$ cat src/rtl/cpu_bus_resp_pkg.sv
// Shared constants and types for the CPU bus responder.
// Register offsets, CTRL/STATUS bit positions and the CTRL bundle.
package cpu_bus_resp_pkg;

  localparam logic [3:0] OFF_RELOAD_LO = 4'h8;
  localparam logic [3:0] OFF_RELOAD_HI = 4'h9;
  localparam logic [3:0] OFF_CTRL      = 4'hA;
  localparam logic [3:0] OFF_STATUS    = 4'hB;
  localparam logic [3:0] OFF_CNT_LO    = 4'hC;
  localparam logic [3:0] OFF_CNT_HI    = 4'hD;

  localparam int CTRL_EN       = 0;
  localparam int CTRL_IRQ_EN   = 1;
  localparam int CTRL_AUTO     = 2;
  localparam int STAT_EXPIRED  = 0;
  localparam int STAT_NMI_PEND = 1;

  // Member order puts en at bit 0.
  typedef struct packed {
    logic auto;
    logic irq_en;
    logic en;
  } ctrl_t;

endpackage

$ cat src/rtl/interval_timer16.sv
// 16-bit down counter with one-shot or auto-reload expiry.
// Expiry is flagged combinationally from the registered count.
module interval_timer16 (
  input  logic        clk,
  input  logic        nrst,
  input  logic        load,
  input  logic        en,
  input  logic        auto,
  input  logic [15:0] reload,
  output logic [15:0] count,
  output logic        expire,
  output logic        en_clear
);

  logic [15:0] cnt;

  always_comb begin
    expire   = en && (cnt == 16'h0);
    en_clear = expire && !auto;
  end

  always_ff @(posedge clk or negedge nrst) begin
    if (!nrst) begin
      cnt <= 16'h0;
    end else if (load) begin
      cnt <= reload;
    end else if (en) begin
      if (cnt != 16'h0) cnt <= cnt - 16'h1;
      else if (auto)    cnt <= reload;
    end
  end

  assign count = cnt;

endmodule

$ cat src/rtl/cpu_bus_responder.sv
// Bus responder for one 256-byte page: scratch bytes, interval
// timer with IRQ, and a synchronised NMI pushbutton.
module cpu_bus_responder
  import cpu_bus_resp_pkg::*;
#(
  parameter logic [7:0] BASE_PAGE   = 8'hD0,
  parameter int         NUM_SCRATCH = 8
) (
  input  logic       clk,
  input  logic       nrst,
  input  logic [7:0] addr_hi,
  input  logic [7:0] addr_lo,
  input  logic       cpu_valid,
  input  logic       cpu_rw,
  input  logic [7:0] cpu_wdata,
  output logic [7:0] rdata,
  output logic       rdata_valid,
  input  logic       ext_nmi,
  output logic       irq_req,
  output logic       nmi_req
);

  logic        hit;
  logic        wr;
  logic        rd;
  logic [3:0]  off;
  logic        ctrl_wr;
  logic        stat_wr;
  logic        load;
  logic        expire;
  logic        en_clear;
  logic        nmi_rise;
  logic [15:0] count;
  logic [7:0]  rd_mux;
  ctrl_t       ctrl;
  logic [7:0]  reload_lo;
  logic [7:0]  reload_hi;
  logic [7:0]  shadow;
  logic        expired;
  logic        nmi_pend;
  logic [2:0]  nmi_sync;
  logic [7:0]  scratch [8];

  assign hit = cpu_valid && (addr_hi == BASE_PAGE)
            && (addr_lo[7:4] == 4'h0);
  assign off = addr_lo[3:0];
  assign wr  = hit && !cpu_rw;
  assign rd  = hit && cpu_rw;

  assign ctrl_wr  = wr && (off == OFF_CTRL);
  assign stat_wr  = wr && (off == OFF_STATUS);
  assign load     = ctrl_wr && cpu_wdata[CTRL_EN] && !ctrl.en;
  // [2] is the previous synchronised level for edge detection
  assign nmi_rise = nmi_sync[1] && !nmi_sync[2];

  interval_timer16 u_timer (
    .clk      (clk),
    .nrst     (nrst),
    .load     (load),
    .en       (ctrl.en),
    .auto     (ctrl.auto),
    .reload   ({reload_hi, reload_lo}),
    .count    (count),
    .expire   (expire),
    .en_clear (en_clear)
  );

  always_comb begin
    rd_mux = 8'h00;
    if (!off[3]) begin
      if (int'(off[2:0]) < NUM_SCRATCH) rd_mux = scratch[off[2:0]];
    end else begin
      case (off)
        OFF_RELOAD_LO: rd_mux = reload_lo;
        OFF_RELOAD_HI: rd_mux = reload_hi;
        OFF_CTRL:      rd_mux = {5'b0, ctrl};
        OFF_STATUS:    rd_mux = {6'b0, nmi_pend, expired};
        OFF_CNT_LO:    rd_mux = count[7:0];
        OFF_CNT_HI:    rd_mux = shadow;
        default:       rd_mux = 8'h00;
      endcase
    end
  end

  always_ff @(posedge clk or negedge nrst) begin
    if (!nrst) begin
      for (int i = 0; i < 8; i++) scratch[i] <= 8'h00;
      reload_lo   <= 8'h00;
      reload_hi   <= 8'h00;
      ctrl        <= '0;
      expired     <= 1'b0;
      nmi_pend    <= 1'b0;
      nmi_sync    <= 3'b000;
      shadow      <= 8'h00;
      rdata       <= 8'h00;
      rdata_valid <= 1'b0;
    end else begin
      for (int i = 0; i < 8; i++) begin
        if (wr && off == 4'(i) && i < NUM_SCRATCH)
          scratch[i] <= cpu_wdata;
      end
      if (wr && off == OFF_RELOAD_LO) reload_lo <= cpu_wdata;
      if (wr && off == OFF_RELOAD_HI) reload_hi <= cpu_wdata;
      // A bus write to CTRL overrides the one-shot auto-disable
      if (ctrl_wr)       ctrl    <= ctrl_t'(cpu_wdata[2:0]);
      else if (en_clear) ctrl.en <= 1'b0;
      expired  <= (expired && !(stat_wr && cpu_wdata[STAT_EXPIRED]))
               || expire;
      nmi_pend <= (nmi_pend && !(stat_wr && cpu_wdata[STAT_NMI_PEND]))
               || nmi_rise;
      nmi_sync <= {nmi_sync[1:0], ext_nmi};
      rdata_valid <= rd;
      if (rd) rdata <= rd_mux;
      if (rd && off == OFF_CNT_LO) shadow <= count[15:8];
    end
  end

  assign irq_req = expired && ctrl.irq_en;
  assign nmi_req = nmi_pend;

endmodule

$ cat config.mk
export PLATFORM = sky130hd
export DESIGN_NAME = cpu_bus_responder
export DESIGN_NICKNAME = d
export VERILOG_FILES = /design/src/rtl/cpu_bus_resp_pkg.sv /design/src/rtl/interval_timer16.sv /design/src/rtl/cpu_bus_responder.sv
export SDC_FILE = /design/constraint.sdc
export NUM_CORES = 1
export LEC_CHECK = 0
export ABC_AREA = 1
export CORE_ASPECT_RATIO = 1.75
export CORE_MARGIN = 4
export CORE_UTILIZATION = 40
export DETAILED_ROUTE_END_ITERATION = 7
export PLACE_DENSITY_LB_ADDON = 0.1
export SYNTH_ARGS = -nofsm -noshare
export SYNTH_HDL_FRONTEND = slang
export SYNTH_SLANG_ARGS = --single-unit
$ cat constraint.sdc
create_clock -name clk -period 2.34 [get_ports clk]
set_input_delay 0.702 -clock clk [delete_from_list [all_inputs] [get_ports clk]]
set_output_delay 0.702 -clock clk [all_outputs]
set_load 0.05 [all_outputs]
# After elaboration in Yosys (flattened, before gate mapping)
# Cells that the tools add are included.
[totals]
reg_bits = 121
in_bits = 29
out_inout_bits = 11
[op_classes]
add_sub_neg = 1
magnitude_cmp = 1
eq_ne = 14
n_mux = 11
n_bitwise = 1
reduce_logical = 43
[op_table]
columns = ["operator", "count"]
rows = [
  ["2-to-1 mux 16 bit", 4],
  ["case mux 8 bit (6 select lines)", 1],
  ["logical AND 1 bit", 27],
  ["binary-select mux 8 bit (select 3 bit)", 1],
  ["== test 4 bit (second input constant)", 6],
  ["2-to-1 mux 8 bit", 3],
  ["== test 4 x 3 -> 1 bit (second input constant)", 4],
  ["logical NOT 16 bit", 1],
  ["nonzero test 16 bit", 1],
  ["subtractor 16 x 1 -> 16 bit (second input constant)", 1],
  ["== test 4 x 2 -> 1 bit (second input constant)", 2],
  ["== test 8 bit (second input constant)", 1],
  ["logical NOT 4 bit", 2],
  ["logical NOT 1 bit", 6],
  ["== test 4 x 1 -> 1 bit (second input constant)", 1],
  [">= comparator 4 bit (second input constant)", 1],
  ["inverter 3 -> 4 bit", 1],
  ["nonzero test 2 bit", 2],
  ["nonzero test 3 bit", 1],
  ["logical OR 1 bit", 2],
  ["2-to-1 mux 1 bit", 2],
  ["AND reduction 2 bit", 1],
]

# Logic depth before layout (Yosys ltp)
# Gate-level depths: netlist of run 1.
[logic_depth]
word_depth = 9
mapped_depth = 13

# Modules after synthesis
# Synthesis of run 1 repeated with hierarchy kept, for this count alone.
[unflattened]
hier_cells = 968
hier_area_um2 = 6946.7
[modules_own_cells]
columns = ["module", "instances", "cells_each", "area_per_inst_um2"]
rows = [
  ["cpu_bus_responder", 1, 761, 5636.7],
  ["interval_timer16", 1, 207, 1310.0],
]

# Least setup slack after synthesis of run 1
# OpenSTA, ideal clock, no wires.
[synth_timing]
path_kind = "input to register"
from = "input port addr_hi[3]"
to = "register u_timer.cnt[6], in the netlist u_timer.count[6]"
arrival_time_ns = 1.868
required_ns = 2.224
slack_ns = 0.355
stages = 11
path_buffers = 1
cell_sequence = "nor2_1 -> nand2_1 -> nor2_1 -> nand4_2 -> nor2_8 -> nand3_2 -> buf_2 -> nand2_1 -> nand2_1 -> nand2_1 -> nand2_1"
[synth_between]
elab_chain_cells = 9
elab_cells_between_ends = 11
[synth_lines]
columns = ["element", "line", "text"]
rows = [
  ["from (decl)", "cpu_bus_responder.sv:11", "input logic [7:0] addr_hi,"],
  ["== test 8 bit (*)", "cpu_bus_responder.sv:44", "assign hit = cpu_valid && (addr_hi == BASE_PAGE)"],
  ["logical AND 1 bit (*)", "cpu_bus_responder.sv:44", ""],
  ["logical AND 1 bit (*)", "cpu_bus_responder.sv:45", "&& (addr_lo[7:4] == 4'h0);"],
  ["logical AND 1 bit (*)", "cpu_bus_responder.sv:47", "assign wr = hit && !cpu_rw;"],
  ["logical AND 1 bit (*)", "cpu_bus_responder.sv:50", "assign ctrl_wr = wr && (off == OFF_CTRL);"],
  ["logical AND 1 bit (*) (2 in series)", "cpu_bus_responder.sv:52", "assign load = ctrl_wr && cpu_wdata[CTRL_EN] && !ctrl.en;"],
  ["nonzero test 3 bit (no line) / nonzero test 2 bit (equally long branches)", "n/a", ""],
  ["AND reduction 2 bit (no line)", "n/a", ""],
  ["to (signal assigned)", "interval_timer16.sv:26", "cnt <= reload;"],
  ["to (signal assigned)", "interval_timer16.sv:28", "if (cnt != 16'h0) cnt <= cnt - 16'h1;"],
  ["to (signal assigned)", "interval_timer16.sv:29", "else if (auto) cnt <= reload;"],
  ["to (decl)", "interval_timer16.sv:15", "logic [15:0] cnt;"],
]
# Mark *: on every way between the ends. The rest lies on a longest branch, timed or not.
# A chain may end at the register's enable or synchronous reset.

# Worst setup path in the final report of run 1
[layout_timing]
from = "register rdata[2]"
to = "output port rdata[2]"
[layout_lines]
columns = ["element", "line", "text"]
rows = [
  ["from (decl)", "cpu_bus_responder.sv:16", "output logic [7:0] rdata,"],
  ["from (signal assigned)", "cpu_bus_responder.sv:113", "if (rd) rdata <= rd_mux;"],
]
# No word-level cell between the ends.

==> run summary, run 1 <==
CP Launch Type: register
pin count of the biggest net entering global routing: 46
CP cell instances: clkdlybuf4s50_1
initial DRC count: 301
endpoints failing setup: 0
Worst-Skew Late Latency: 410 ps
CP endpoint kind: output pin
status: completed
first-pass GRT wire length: 32180 um
Leakage: 4.072 nW
post-DP HPWL: 15480 um
initial antenna violation count: 0
share of flip-flops with an asynchronous set or reset: 1.000
final hold vios: 0
Hold Buf Count CTS: 0
Final Power: 5.097 mW
critical path buffer and inverter count: 1
drt pass-1 iters: 7
most frequent cells in the layout: nand2_1, dfrtp_1, o21ai_0, buf_4, inv_1
Reg-to-Reg Start: u_timer.count[6]
P&R area growth vs syn: 28.25%
final antenna diode count: 0
PwrDens: 636.4 mW/mm2
Max Fclk: 0.4353 GHz
DP Worst Slack: -331.7 ps
distinct cell type count after synthesis: 40
Sink Count: 121
register share of total power: 0.411
register area share after synthesis: 0.4849
CP max-delay cell: clkdlybuf4s50_1
Slew @ Worst Pin: 609.6 ps
Fillers: 1513
CP Class: reg2out
WL final: 19870 um
I/O Pins: 40
setup slack after layout: 42.73 ps
H-tree depth: 4
total CTS buffers: 17
Clock Path Buffers: 2
Wirelength per Cell: 17.63 um
Clock Root Buffer: clkbuf_16
Final TNS setup: 0 ps
Worst Path Arrival: 1600 ps
DRC viols: 0
internal power: 3.901 mW
# rows: 60
Die X: 102.5 um
die area: 0.01775 mm2
post-CTS setup buffers: 0
RSZ-0062 raised after global routing: yes
combinational share of power: 0.052
Initial Utilization: 0.4058
Post-synth EDFFs: 0
share of layout cells above drive strength 1: 0.1530
most common cell after layout, fill and taps aside: nand2_1
internal reg-to-reg setup slack: 220 ps
Slew Limit Fails: 0
sw power: 1.196 mW
length in cells of the worst reg-to-reg path: 9
Clk network pwr share: 0.537
Period minus WS final: 2297 ps
Worst Hold Class: in2async
Synth Warn #: 0
Primary FF master, synth: dfrtp_1
synthesized instance count: 813
Synth Register Bits: 121
CTS tree: built
max-cap viol count: 0
Via density: 5.232
total global-route track usage: 0.2372
CP top delay family: buffers and inverters
Final Wtd Congestion: 0.8752
Layout Skew: 10.77 ps
clock transition at the registers of the reported paths: 60 ps
die height: 173.3 um
worst vdd ir: 620.3 uV
Port-buffer cells: 39
GRT overflow: 0
relative slew slack: 0.5921
Routed Antenna Nets: 0
crit-path max FO: 2
Post-Syn Area: 0.006245 mm2
number of global-route vias before repair: 6187
RR Endpoint: u_timer.count[0]
nets: 959
syn_nets: 844
Core Area: 0.01539 mm2
final worst-path cycle share: 0.9817
mean post-synth cell area: 7.681 um2
Critical Path RT: 1640 ps
DR vias: 5897
slowest stage delay, CP: 840 ps
switching share of power: 0.2347
-- routing by layer --
layer,routed length [um],global-route usage
met1,7117,0.2505
met2,11070,0.4310
met3,637,0.03504
met4,1040,0.1346
met5,0,0
-- logic make-up after synthesis --
| logic type | Yosys count | share of synthesized area |
|---|---|---|
| AND/OR/NAND/NOR | 450 | 0.3027 |
| AO/OA/AOI/OAI | 149 | 0.1366 |
| flip-flops | 121 | 0.4849 |
| buffers and inverters | 87 | 0.06612 |
| XOR/XNOR | 4 | 0.005611 |
| adder cells (fa/ha/maj) | 2 | 0.004007 |
-- registers in the layout (all words and copies together), names as in the netlist, 3 cells and up --
signal and flops:
nmi_sync 3, rdata 8, ctrl 3, reload_hi 8
reload_lo 8, scratch 64, shadow 8, u_timer.count 16
-- area by class of cell --
cell class,count,area (um2),area share
repair buffers,127,1095,0.1367
inverters,56,210.2,0.02625
well taps,186,232.7,0.02906
multi-input cells,605,2826,0.3529
clock buffers,17,425.4,0.05312
flip-flops and latches,121,3028,0.3781
clock inverters,15,191.4,0.02390
-- power groups by stage --
| stage | sequential [mW] | combinational [mW] | clock, mW |
|---|---|---|---|
| floorplan | 2.14 | 0.0691 | 0 |
| global placement | 2.14 | 0.263 | 0 |
| detailed placement | 2.14 | 0.265 | 0 |
| CTS | 2.10 | 0.265 | 2.79 |
| global route | 2.10 | 0.289 | 2.89 |
| finish | 2.10 | 0.264 | 2.74 |
-- Yosys cell counts (2+ instances only) --
library cell | instances | share of area
a22oi_1 | 26 | 0.031
dfrtp_1 | 121 | 0.48
o2111ai_1 | 3 | 0.0042
buf_6 | 10 | 0.018
clkinv_1 | 2 | 0.0012
o21ai_1 | 6 | 0.0048
ha_1 | 2 | 0.0040
nor3_1 | 4 | 0.0032
a21oi_1 | 4 | 0.0032
clkbuf_1 | 13 | 0.0078
nand2_2 | 2 | 0.0020
nand4_1 | 24 | 0.024
nor3_2 | 2 | 0.0032
xor2_1 | 3 | 0.0042
o211ai_1 | 2 | 0.0024
buf_2 | 6 | 0.0048
o21ai_0 | 101 | 0.081
inv_1 | 53 | 0.032
nand3_1 | 30 | 0.024
nor2_1 | 42 | 0.025
or2_2 | 3 | 0.0030
o21a_1 | 2 | 0.0024
nor2_2 | 3 | 0.0030
nand2_1 | 333 | 0.20
-- per-stage QoR --
step	std cells	area [um2]	hold slack, ps	util
finish	1127	8009	233.8	0.5204
global route	1127	8009	246.7	0.5204
CTS	1127	7980	235.0	0.5185
detailed placement	1095	7366	337.9	0.4786
global placement	1095	7366	333.1	0.4786
floorplan	813	6245	331.2	-
-- repair_timing --
item                                    in CTS  in global routing
endpoints found under the setup margin       2                 39
pin swaps                                    0                  1
resized for setup                            2                  7
-- worst max-delay path by stage --
stage / from / to / slack, ps / cells past startpoint
CTS: rdata[5] / rdata[5] / 2 / 1
floorplan: addr_hi[3] / u_timer.count[6] / 360 / 11
finish: rdata[2] / rdata[2] / 40 / 1
global placement: addr_hi[6] / u_timer.count[6] / -350 / 13
detailed placement: addr_hi[6] / u_timer.count[9] / -330 / 13
global route: addr_hi[4] / scratch[24] / -50 / 11
(Power assumes the default switching activity.)
==> run 2, diff against run 1 <==
Settings changed: GPL_ROUTABILITY_DRIVEN set to 0.
Clock period 2.34 ns to 2.8 ns, I/O delays scaled along.
==> run summary, run 2 (same netlist as run 1, synthesis figures left out) <==
CP endpoint kind: output pin
worst vdd ir: 319.7 uV (-48%)
Hold Buf Count CTS: 0 (unchanged)
die area: 0.01775 mm2 (unchanged)
drt pass-1 iters: 5 (-2)
Die X: 102.5 um (unchanged)
post-CTS setup buffers: 0 (unchanged)
placed cell count: 1058 (-3.4%)
share of layout cells above drive strength 1: 0.1098 (-0.04327)
final core utilization: 0.5011 (-0.01935)
Critical Path RT: 1960 ps (+320 ps)
initial DRC count: 341 (+13%)
Worst Hold Class: reg2reg
Slew @ Worst Pin: 679.8 ps (+70.14 ps)
DRC viols: 0 (unchanged)
H-tree depth: 4 (unchanged)
most common cell after layout, fill and taps aside: nand2_1
DR vias: 5666 (-3.9%)
die height: 173.3 um (unchanged)
Worst-Skew Late Latency: 410 ps (about the same)
relative slew slack: 0.5468 (-0.04526)
final worst-path cycle share: 0.9042
total global-route track usage: 0.2303 (-0.006918)
most frequent cells in the layout: nand2_1, dfrtp_1, o21ai_0, inv_1, buf_4
CP Launch Type: register
nets: 922 (-3.9%)
post-DP HPWL: 14450 um (-6.6%)
Core Area: 0.01539 mm2 (unchanged)
CTS tree: built
Fillers: 1476 (-2.4%)
Post-Layout Cell Count: 1088 (-3.5%)
final antenna diode count: 0 (unchanged)
final hold vios: 0 (unchanged)
Final Power: 4.098 mW (-20%)
status: completed
Reg with most FFs: scratch
P&R area growth vs syn: 23.48%
total CTS buffers: 17 (unchanged)
max reg flops: 64 (unchanged)
# rows: 60 (unchanged)
max-cap viol count: 0 (unchanged)
Period minus WS final: 2532 ps
GRT overflow: 0 (unchanged)
number of global-route vias before repair: 5903 (-4.6%)
Layout Skew: 8.977 ps (-1.793 ps)
I/O Pins: 40 (unchanged)
first-pass GRT wire length: 31450 um (-2.3%)
endpoints failing setup: 0 (unchanged)
CP Class: reg2out
RSZ-0062 raised after global routing: no
Sink Count: 121 (unchanged)
PwrDens: 531.4 mW/mm2 (-17%)
initial antenna violation count: 0 (unchanged)
Slew Limit Fails: 0 (unchanged)
post-CTS sizing: 0 (-2)
clock transition at the registers of the reported paths: 60 ps (about the same)
crit-path max FO: 3 (+1)
pin count of the biggest net entering global routing: 47 (+2.2%)
Max Fclk: 0.3950 GHz
WL final: 19150 um (-3.6%)
Initial Utilization: 0.4058 (unchanged)
Final TNS setup: 0 ps (unchanged)
Worst Path Arrival: 1690 ps (+90 ps)
Routed Antenna Nets: 0 (unchanged)
Port-buffer cells: 39 (unchanged)
Wirelength per Cell: 17.60 um (-0.17%)
worst hold margin: 348.5 ps (+114.7 ps)
Clock Path Buffers: 2 (unchanged)
Clock Root Buffer: clkbuf_16
Leakage: 3.836 nW (-5.8%)
Via density: 5.208 (-0.47%)
## run 2: metrics by stage
stage               setup WS, ps  area, um2
detailed placement        -81.86       7133
CTS                        241.3       7711
global route               121.0       7711
finish                     268.2       7711
floorplan                  677.3       6245
global placement          -23.07       7133
## run 2: area by class of cell
class / count / area [um2] / area share
sequential: 121 / 3028 / 0.3927
clock buffer: 20 / 456.7 / 0.05922
multi-input combinational: 605 / 2804 / 0.3636
tap: 186 / 232.7 / 0.03018
clock inverter: 10 / 121.4 / 0.01574
inverter: 56 / 210.2 / 0.02726
timing repair buffer: 90 / 858.3 / 0.1113
## run 2: per-layer routing
layer  vias up  track usage  share of wire
met3        36      0.03705          0.028
met4         0      0.09797          0.034
met2       115       0.4118           0.55
met1      2697       0.2631           0.39
met5         -            0              0
li1       2818            -              -
## run 2: critical path, cell delays in order (launching register included)
cell and delay, ps:
dfrtp_1 380, nand2_1 60, inv_1 50, clkdlybuf4s50_1 790
## run 2: where the power goes
group	switching [mW]	internal, mW	total, mW
combinational	0.128	0.0700	0.197
clock	0.795	1.35	2.15
sequential	0.00119	1.75	1.75
## run 2: worst paths after layout
check	from	to	slack, ps	depth (start not counted)
setup / recovery	ctrl[1]	irq_req	270	3
hold / removal	nmi_sync[0]	nmi_sync[1]	350	0
setup reg to reg	u_timer.count[5]	u_timer.count[6]	660	9
hold reg to reg	nmi_sync[0]	nmi_sync[1]	350	0
max in group asynchronous	nrst	rdata[0]	1610	2
min in group asynchronous	nrst	ctrl[2]	460	1
